<file path="src/rtl/regfile_port_ctrl.sv">
// Register-file port controller: round-robin arbitration of two writeback
// requesters into a one-cycle write stage, one-hot row decode and read bypass.
module regfile_port_ctrl #(
    parameter int DW   = 16,
    parameter int NREG = 16,
    localparam int RW  = $clog2(NREG)
) (
    input  logic            clk,
    input  logic            rst,

    input  logic            wr_req_a,
    input  logic [RW-1:0]   wr_reg_a,
    input  logic [DW-1:0]   wr_data_a,
    output logic            wr_ack_a,

    input  logic            wr_req_b,
    input  logic [RW-1:0]   wr_reg_b,
    input  logic [DW-1:0]   wr_data_b,
    output logic            wr_ack_b,

    input  logic            rd_en,
    input  logic [RW-1:0]   rd_reg1,
    input  logic [RW-1:0]   rd_reg2,

    output logic [NREG-1:0] WriteEnable,
    output logic [DW-1:0]   wr_data,
    output logic [NREG-1:0] ReadEnable1,
    output logic [NREG-1:0] ReadEnable2,
    output logic            bypass1,
    output logic            bypass2,
    output logic [DW-1:0]   bypass_data,
    output logic [7:0]      wr_count
);

    typedef enum logic {
        GRANT_A = 1'b0,
        GRANT_B = 1'b1
    } grant_t;

    grant_t          last_grant;
    grant_t          last_grant_next;
    logic            grant_a;
    logic            grant_b;
    logic            grant_any;
    logic [RW-1:0]   grant_reg;
    logic [DW-1:0]   grant_data;

    logic            ws_valid;
    logic [RW-1:0]   ws_reg;
    logic [DW-1:0]   ws_data;
    logic [7:0]      count;

    function automatic logic [NREG-1:0] onehot(input logic [RW-1:0] idx);
        logic [NREG-1:0] vec;
        vec      = '0;
        vec[idx] = 1'b1;
        return vec;
    endfunction

    // Arbiter state: remembers who won the most recent grant.
    always_ff @(posedge clk or posedge rst) begin
        if (rst) begin
            last_grant <= GRANT_B;
        end else begin
            last_grant <= last_grant_next;
        end
    end

    always_comb begin
        grant_a         = 1'b0;
        grant_b         = 1'b0;
        last_grant_next = last_grant;
        if (!rst) begin
            if (wr_req_a && wr_req_b) begin
                // On a tie the requester that did not win last time goes first.
                grant_a = (last_grant == GRANT_B);
                grant_b = (last_grant == GRANT_A);
            end else begin
                grant_a = wr_req_a;
                grant_b = wr_req_b;
            end
            if (grant_a) begin
                last_grant_next = GRANT_A;
            end else if (grant_b) begin
                last_grant_next = GRANT_B;
            end
        end
    end

    assign grant_any  = grant_a | grant_b;
    assign grant_reg  = grant_b ? wr_reg_b  : wr_reg_a;
    assign grant_data = grant_b ? wr_data_b : wr_data_a;
    assign wr_ack_a   = grant_a;
    assign wr_ack_b   = grant_b;

    // Write stage: winner captured here, drives the bitcells during the next cycle.
    always_ff @(posedge clk or posedge rst) begin
        if (rst) begin
            ws_valid <= 1'b0;
            ws_reg   <= '0;
            ws_data  <= '0;
        end else begin
            // Register 0 is hardwired: the grant is consumed but nothing is written.
            ws_valid <= grant_any && (grant_reg != '0);
            if (grant_any) begin
                ws_reg  <= grant_reg;
                ws_data <= grant_data;
            end
        end
    end

    always_ff @(posedge clk or posedge rst) begin
        if (rst) begin
            count <= 8'h00;
        end else if (ws_valid) begin
            count <= count + 8'd1;
        end
    end

    assign WriteEnable = ws_valid ? onehot(ws_reg) : '0;
    assign wr_data     = ws_data;
    assign bypass_data = ws_data;
    assign wr_count    = count;

    // Read decode is combinational and forced quiet while reset is held.
    assign ReadEnable1 = (rd_en && !rst) ? onehot(rd_reg1) : '0;
    assign ReadEnable2 = (rd_en && !rst) ? onehot(rd_reg2) : '0;
    assign bypass1     = rd_en && !rst && ws_valid && (rd_reg1 == ws_reg);
    assign bypass2     = rd_en && !rst && ws_valid && (rd_reg2 == ws_reg);

endmodule

</file>
<file path="config.mk">
export PLATFORM = sky130hd
export DESIGN_NAME = regfile_port_ctrl
export DESIGN_NICKNAME = d
export VERILOG_FILES = /design/src/rtl/regfile_port_ctrl.sv
export SDC_FILE = /design/constraint.sdc
export NUM_CORES = 1
export LEC_CHECK = 0
export CORE_MARGIN = 2
export CORE_UTILIZATION = 39
export CTS_CLUSTER_SIZE = 20
export DETAILED_ROUTE_END_ITERATION = 10
export PLACE_DENSITY = 0.88
export SLEW_MARGIN = 10
export SYNTH_ARGS = -nofsm -noshare
export SYNTH_HDL_FRONTEND = slang
export SYNTH_SLANG_ARGS = --single-unit
</file>
<file path="constraint.sdc">
create_clock -name clk -period 2.3 [get_ports clk]
set_input_delay 0.23 -clock clk [delete_from_list [all_inputs] [get_ports clk]]
set_output_delay 0.23 -clock clk [all_outputs]
set_load 0.005 [all_outputs]
</file>
==> key figures, run 1 <==
Worst setup path
  • Critical Path End: ReadEnable2[0]
  • Critical R2R Capture: bypass_data[8]
  • Worst setup path startpoint: rst
  • Data required time of the critical path: approximately 2100 ps
  • Cell count along the critical path: 5
  • R2R setup slack: a little over 1000 ps
  • Crit-path cells: clkdlybuf4s50_1 -> nand2b_1 -> or3_1 -> nor3_1 -> clkdlybuf4s50_1
  • Slowest stage cell, crit path: sky130_fd_sc_hd__clkdlybuf4s50_1
  • Data arrival time at the worst-slack endpoint: 1910 ps
  • Stage delay of the slowest cell on the critical path: 530 ps
  • Gate family responsible for the most delay along the worst path: buffers and inverters
  • Kind of start point of the critical path: input pin
  • Type of the worst setup path: in -> out
  • Cell repeated most along the worst path: sky130_fd_sc_hd__clkdlybuf4s50_1
  • Worst r2r path cells: 3
  • WP buf/inv: 2
  • Startpoint of the lowest-slack register-to-register path: last_grant
  • Critical Path End Type: primary output
  • Peak fanout along the critical path: 4

Synthesis
  • Post-synth top area share: 0.343
  • Most instantiated library cell after synthesis: sky130_fd_sc_hd__nor2_1
  • Distinct cells, synth: 31
  • Avg Inst Size Synth: 8.09 µm²
  • Top post-synthesis cells by area: sky130_fd_sc_hd__dfrtp_1 (34%), sky130_fd_sc_hd__nor2_1 (11%), sky130_fd_sc_hd__or3b_1 (8.7%)
  • Syn nets: ~320
  • Synthesized netlist cell count: 262
  • Cell type contributing the most total cell area after synthesis: sky130_fd_sc_hd__dfrtp_1
  • Primary flip-flop cell chosen by synthesis mapping: sky130_fd_sc_hd__dfrtp_1
  • Seq cells post-synth: 30
  • Async SR Flop Fraction: 1.00
  • Commonest cells in the synthesized netlist: sky130_fd_sc_hd__nor2_1 (60), sky130_fd_sc_hd__dfrtp_1 (29), sky130_fd_sc_hd__or3b_1 (21), sky130_fd_sc_hd__a31oi_1 (20), sky130_fd_sc_hd__o21ai_0 (20)
  • Yosys warning total: 0
  • Sequential-to-total area share from yosys stat: 0.355
  • Netlist area before placement: roughly 0.0021 mm²
  • Number of flops mapped to enable cells by yosys: 0

Clocking
  • Maximum buffer depth of the clock tree: 2
  • CTS tree: yes
  • Number of sinks handled by clock tree synthesis: 30
  • Clock latency of the later-clocked register in the worst-skew pair: 270 ps
  • Clock transition at the register clock pins on the worst setup and hold paths after CTS: 60 ps
  • PostCTS Resize Cnt: 0
  • H-tree lvl count: 2
  • TritonCTS buffer count: 5
  • Library cell used as clock root buffer: sky130_fd_sc_hd__clkbuf_8
  • Setup fix buffers added after clock tree synthesis: 0
  • Hold buffer count at cts: 0

STA
  • Fin Setup TNS: 0 ps
  • Fin. Hold Viols: 0
  • Setup violations, final: 0
  • Share of the clock period used by the worst path: 0.930
  • Post-layout min period: ~2100 ps
  • Max frequency: ~470 MHz
  • Setup skew after layout: between 2 and 2.5 ps
  • Max-slew headroom: 0.749
  • Transition time at the pin with the least slew margin: approximately 380 ps
  • RSZ-0062 raised after global routing: false
  • Number of max-slew violations in the final report: 0
  • Hold Slack: roughly 480 ps

Layout
  • Synth-to-layout area growth: 68.0%
  • Number of nets in the finished design: 434
  • Count of fill cells added during filler insertion: 438
  • Proportion of layout cells with a drive suffix above 1: 0.0472
  • Antenna Diode Count: 0
  • Sequential standard cell area: 752 µm²
  • Number of flip-flops in the largest register: 16
  • Area taken by multi-input logic gates: approximately 0.0011 mm²

Global route
  • Global-route wire length before repair: slightly below 10000 µm
  • Residual overflow from global routing: 0
  • Number of global-route vias before repair: 2163
  • Total track usage: 0.195
  • Number of antenna violations at the first check in global routing: 0
  • Maximum number of pins on one net before global-route repair: 44

Place
  • Number of buffers inserted by port buffering: 144
  • HPWL after DPL: about 4600 µm
  • Final weighted congestion in routability-driven placement: 0.751

Pwr
  • Largest vdd supply drop: roughly 450 µV
  • Static leakage: 1.32 nW
  • Power density over cell area: 549 mW/mm²

Min path
  • Worst Hold Path Cells: 1
  • Hold crit path type: reg -> reg

Floorplan
  • Vertical die dimension: approximately 78 µm
  • Total die area: between 0.006 and 0.007 mm²
  • Chip width: 77.7 µm
  • Initial cell density of the core: 0.410
  • Core Footprint: 0.00517 mm²
  • Num rows: 26
  • Top-level port count: approximately 150

Drt
  • DRC violation count after routing: 0
  • DR vias: ~2300
  • Number of nets with antenna violations after detailed routing: 0
  • Pre-antenna DRT Iters: 5
  • Number of vias per cell: just over 5
  • Routed length per placed instance: 13.0 µm
  • Final Routed Wirelength: 5860 µm
  • Iteration-0 DRC count of the detailed router: 35

Run
  • Max-capacitance violation count: 0

Run status
  • Result of the run: completed
layout make-up:
class                      count  share of cell area
sequential                    30               0.211
clock buffer                   8              0.0309
timing repair buffer         150               0.418
tap                           70              0.0246
inverter                       1             0.00105
multi-input combinational    192               0.314
cells by family after synthesis:
family,Yosys count,share of synthesized area
AND/OR/NAND/NOR,132,0.337
AO/OA/AOI/OAI,43,0.118
buffers and inverters,40,0.117
flip-flops,30,0.355
XOR/XNOR,15,0.0620
multiplexers,1,0.00532
adder cells (fa/ha/maj),1,0.00591
per-stage QoR:
step,total power (W),cells,utilization,setup WS [ps],instance area [µm²]
floorplan,0.00109,262,-,895,2120
global placement,0.00146,443,0.667,189,3450
detailed placement,0.00148,443,0.667,174,3450
CTS,0.00198,451,0.688,159,3560
global route,0.00207,451,0.688,37.8,3560
finish,0.00195,451,0.688,161,3560
how the worst min path moves through the flow:
| stage | from | slack (ps) | endpoint |
|---|---|---|---|
| after floorplan | rst | 330 | bypass_data[0] |
| after global placement | wr_count[7] | 450 | wr_count[7] |
| after global routing | wr_count[7] | 510 | wr_count[7] |
| after detailed placement | wr_count[7] | 470 | wr_count[7] |
| final | wr_count[7] | 480 | wr_count[7] |
| after CTS | wr_count[7] | 480 | wr_count[7] |
power by group:
part           internal [W]  switching [W]
Combinational      0.000449       0.000250
Sequential         0.000635       0.000132
Clock              0.000302       0.000187
Total               0.00139       0.000568
cells in the final DEF, fill, tap and decap left out, drive strengths merged:
cell type,synthesis,routed
mux2,1,1
a31oi,20,20
nand3,4,4
o21ai,21,21
nor2b,1,1
nand2,5,5
clkdlybuf4s50,0,144
and2,1,1
and3,2,2
nand3b,6,6
or3b,21,21
nor3,13,13
dfstp,1,1
o311a,1,1
ha,1,1
nand4,5,5
xor2,7,7
nand2b,9,9
or4,1,1
or3,2,2
o21ba,1,1
nor2,60,60
dfrtp,29,29
buf,26,6
xnor2,8,8
inv,1,1
clkbuf,13,8
nor4,2,2
metal layers:
| metal | routed length, µm | global-route usage | vias up | share of wire |
|---|---|---|---|---|
| li1 | - | - | 1126 | - |
| met1 | 2230 | 0.205 | 1055 | 0.38 |
| met2 | 3160 | 0.375 | 90 | 0.54 |
| met3 | 383 | 0.0442 | 8 | 0.065 |
| met4 | 87 | 0.0643 | 0 | 0.015 |
| met5 | 0 | 0 | - | 0 |
No activity file was read; power rests on OpenSTA's default activity.
==> run 2: changes to the inputs <==
--- a/config.mk
+++ b/config.mk
@@ -5,7 +5,7 @@
 export SDC_FILE = /design/constraint.sdc
 export NUM_CORES = 1
 export LEC_CHECK = 0
-export CORE_MARGIN = 2
+export CORE_MARGIN = 5
 export CORE_UTILIZATION = 39
 export CTS_CLUSTER_SIZE = 20
 export DETAILED_ROUTE_END_ITERATION = 10
==> key figures, run 2 (synthesis gave the netlist of run 1 again) <==
Place
  • HPWL after DPL: roughly 5100 µm
  • Number of buffers inserted by port buffering: approximately 140
  • Final weighted congestion in routability-driven placement: 0.870

Layout
  • Proportion of layout cells with a drive suffix above 1: 0.0446
  • Highest-count cells in the layout ignoring fill and taps: sky130_fd_sc_hd__clkdlybuf4s50_1 (144), sky130_fd_sc_hd__nor2_1 (60), sky130_fd_sc_hd__dfrtp_1 (29), sky130_fd_sc_hd__or3b_1 (21)
  • Antenna Diode Count: 0
  • Number of flip-flops in the largest register: 16
  • Count of fill cells added during filler insertion: between 400 and 500
  • Number of nets in the finished design: approximately 430
  • Sequential standard cell area: about 750 µm²
  • Most common cell after layout, fill and taps aside: sky130_fd_sc_hd__clkdlybuf4s50_1
  • Finished Core Util: 0.680
  • Synth-to-layout area growth: 67.1%
  • Area taken by multi-input logic gates: roughly 0.0011 mm²

Pwr
  • Internal power of the cells: 0.00133 W
  • Combinational power share: 0.372
  • Switching power summed over all nets: between 0.0005 and 0.0006 W
  • Net switching fraction of the power: 0.303
  • Largest vdd supply drop: around 280 µV
  • Clock network fraction of total power: 0.228
  • Static leakage: 1.31 nW
  • Sequential share of power: 0.400
  • Power density over cell area: between 500 and 600 mW/mm²
  • Total Power Consumption: around 0.0019 W

STA
  • Fin. Hold Viols: 0
  • Setup violations, final: 0
  • Max-slew headroom: 0.739
  • Setup skew after layout: 7.11 ps
  • Number of max-slew violations in the final report: 0
  • Post-layout min period: between 2000 and 2500 ps
  • Transition time at the pin with the least slew margin: a little under 400 ps
  • RSZ-0062 raised after global routing: false
  • Fin Setup TNS: 0 ps
  • Share of the clock period used by the worst path: 0.933
  • Max frequency: roughly 470 MHz

Run
  • Max-capacitance violation count: 0

Clocking
  • PostCTS Resize Cnt: 0
  • Setup fix buffers added after clock tree synthesis: 0
  • CTS tree: yes
  • Maximum buffer depth of the clock tree: 2
  • Library cell used as clock root buffer: sky130_fd_sc_hd__clkbuf_8
  • Clock transition at the register clock pins on the worst setup and hold paths after CTS: around 70 ps
  • Clock latency of the later-clocked register in the worst-skew pair: 270 ps
  • Hold buffer count at cts: 0
  • TritonCTS buffer count: 5
  • Number of sinks handled by clock tree synthesis: 30
  • H-tree lvl count: 2

Worst setup path
  • Data arrival time at the worst-slack endpoint: about 1900 ps
  • R2R setup slack: about 1000 ps
  • Peak fanout along the critical path: 4
  • Data required time of the critical path: roughly 2100 ps
  • Type of the worst setup path: in -> out
  • Slowest stage cell, crit path: sky130_fd_sc_hd__clkdlybuf4s50_1
  • Crit-path cells: clkdlybuf4s50_1 -> nand2b_1 -> or3_1 -> nor3_1 -> clkdlybuf4s50_1
  • Stage delay of the slowest cell on the critical path: around 530 ps
  • Kind of start point of the critical path: input pin
  • Startpoint of the lowest-slack register-to-register path: last_grant
  • Worst setup path startpoint: rst
  • Cell repeated most along the worst path: sky130_fd_sc_hd__clkdlybuf4s50_1
  • Worst r2r path cells: 3
  • Critical Path End Type: primary output
  • Critical R2R Capture: ws_valid
  • Critical Path End: ReadEnable1[0]

Global route
  • Number of antenna violations at the first check in global routing: 0
  • Residual overflow from global routing: 0
  • Maximum number of pins on one net before global-route repair: 44
  • Number of global-route vias before repair: 2240
  • Total track usage: 0.180
  • Global-route wire length before repair: about 11000 µm

Drt
  • Final Routed Wirelength: approximately 6400 µm
  • DR vias: around 2300
  • Routed length per placed instance: approximately 14 µm
  • Number of nets with antenna violations after detailed routing: 0
  • Pre-antenna DRT Iters: 5
  • DRC violation count after routing: 0
  • Number of vias per cell: between 4 and 5
  • Iteration-0 DRC count of the detailed router: 66

Floorplan
  • Core Footprint: between 0.005 and 0.006 mm²
  • Initial cell density of the core: 0.407
  • Total die area: 0.00701 mm²
  • Chip width: between 80 and 90 µm
  • Num rows: 26
  • Top-level port count: around 150
  • Vertical die dimension: 83.7 µm

Run status
  • Result of the run: completed

Min path
  • Hold crit path type: reg -> reg
-- run 2: cell count changes in the layout (fill, tap and decap cells not counted) --
cell / previous run / this run
sky130_fd_sc_hd__clkbuf_8: 8 / 6
sky130_fd_sc_hd__clkbuf_1: 0 / 1
sky130_fd_sc_hd__clkinv_2: 0 / 1
-- run 2: cell type report --
type	count	share of cell area
Multi-Input combinational cell	192	0.316
Timing Repair Buffer	150	0.420
Clock inverter	1	0.00141
Tap cell	70	0.0247
Clock buffer	7	0.0244
Sequential cell	30	0.212
Inverter	1	0.00106
-- run 2: how the worst min path moves through the flow --
stage / from / endpoint / slack, ps / cells past startpoint
final: wr_count[7] / wr_count[7] / 470 / 1
after global routing: wr_count[7] / wr_count[7] / 500 / 1
after CTS: wr_count[7] / wr_count[7] / 470 / 1
after detailed placement: wr_count[7] / wr_count[7] / 470 / 1
after global placement: wr_count[7] / wr_count[7] / 460 / 1
after floorplan: rst / bypass_data[0] / 330 / 1
-- run 2: metal layers --
layer  up-vias  track usage  part of all wire
li1       1124            -                 -
met1      1016        0.193              0.39
met2       102        0.329              0.50
met3        10       0.0602             0.091
met4         0       0.0614             0.017
met5         -            0                 0
-- run 2: critical path: cells and delay by family --
family,cells,cell delay [ps]
AND/OR/NAND/NOR,3,720
buffers and inverters,2,970
-- run 2: power by group through the flow --
stage / clock [W] / combinational (W) / sequential (W)
after floorplan: 0 / 0.000353 / 0.000738
after global placement: 0 / 0.000696 / 0.000766
after detailed placement: 0 / 0.000716 / 0.000773
after CTS: 0.000444 / 0.000719 / 0.000765
after global routing: 0.000466 / 0.000773 / 0.000786
final: 0.000433 / 0.000708 / 0.000762
-- run 2: stage by stage --
stage | hold WS [ps] | area, µm² | setup slack (ps) | std cells
floorplan | 325 | 2120 | 895 | 262
global placement | 457 | 3450 | 183 | 443
detailed placement | 466 | 3450 | 149 | 443
CTS | 475 | 3540 | 142 | 451
global route | 502 | 3540 | 41.0 | 451
finish | 474 | 3540 | 155 | 451
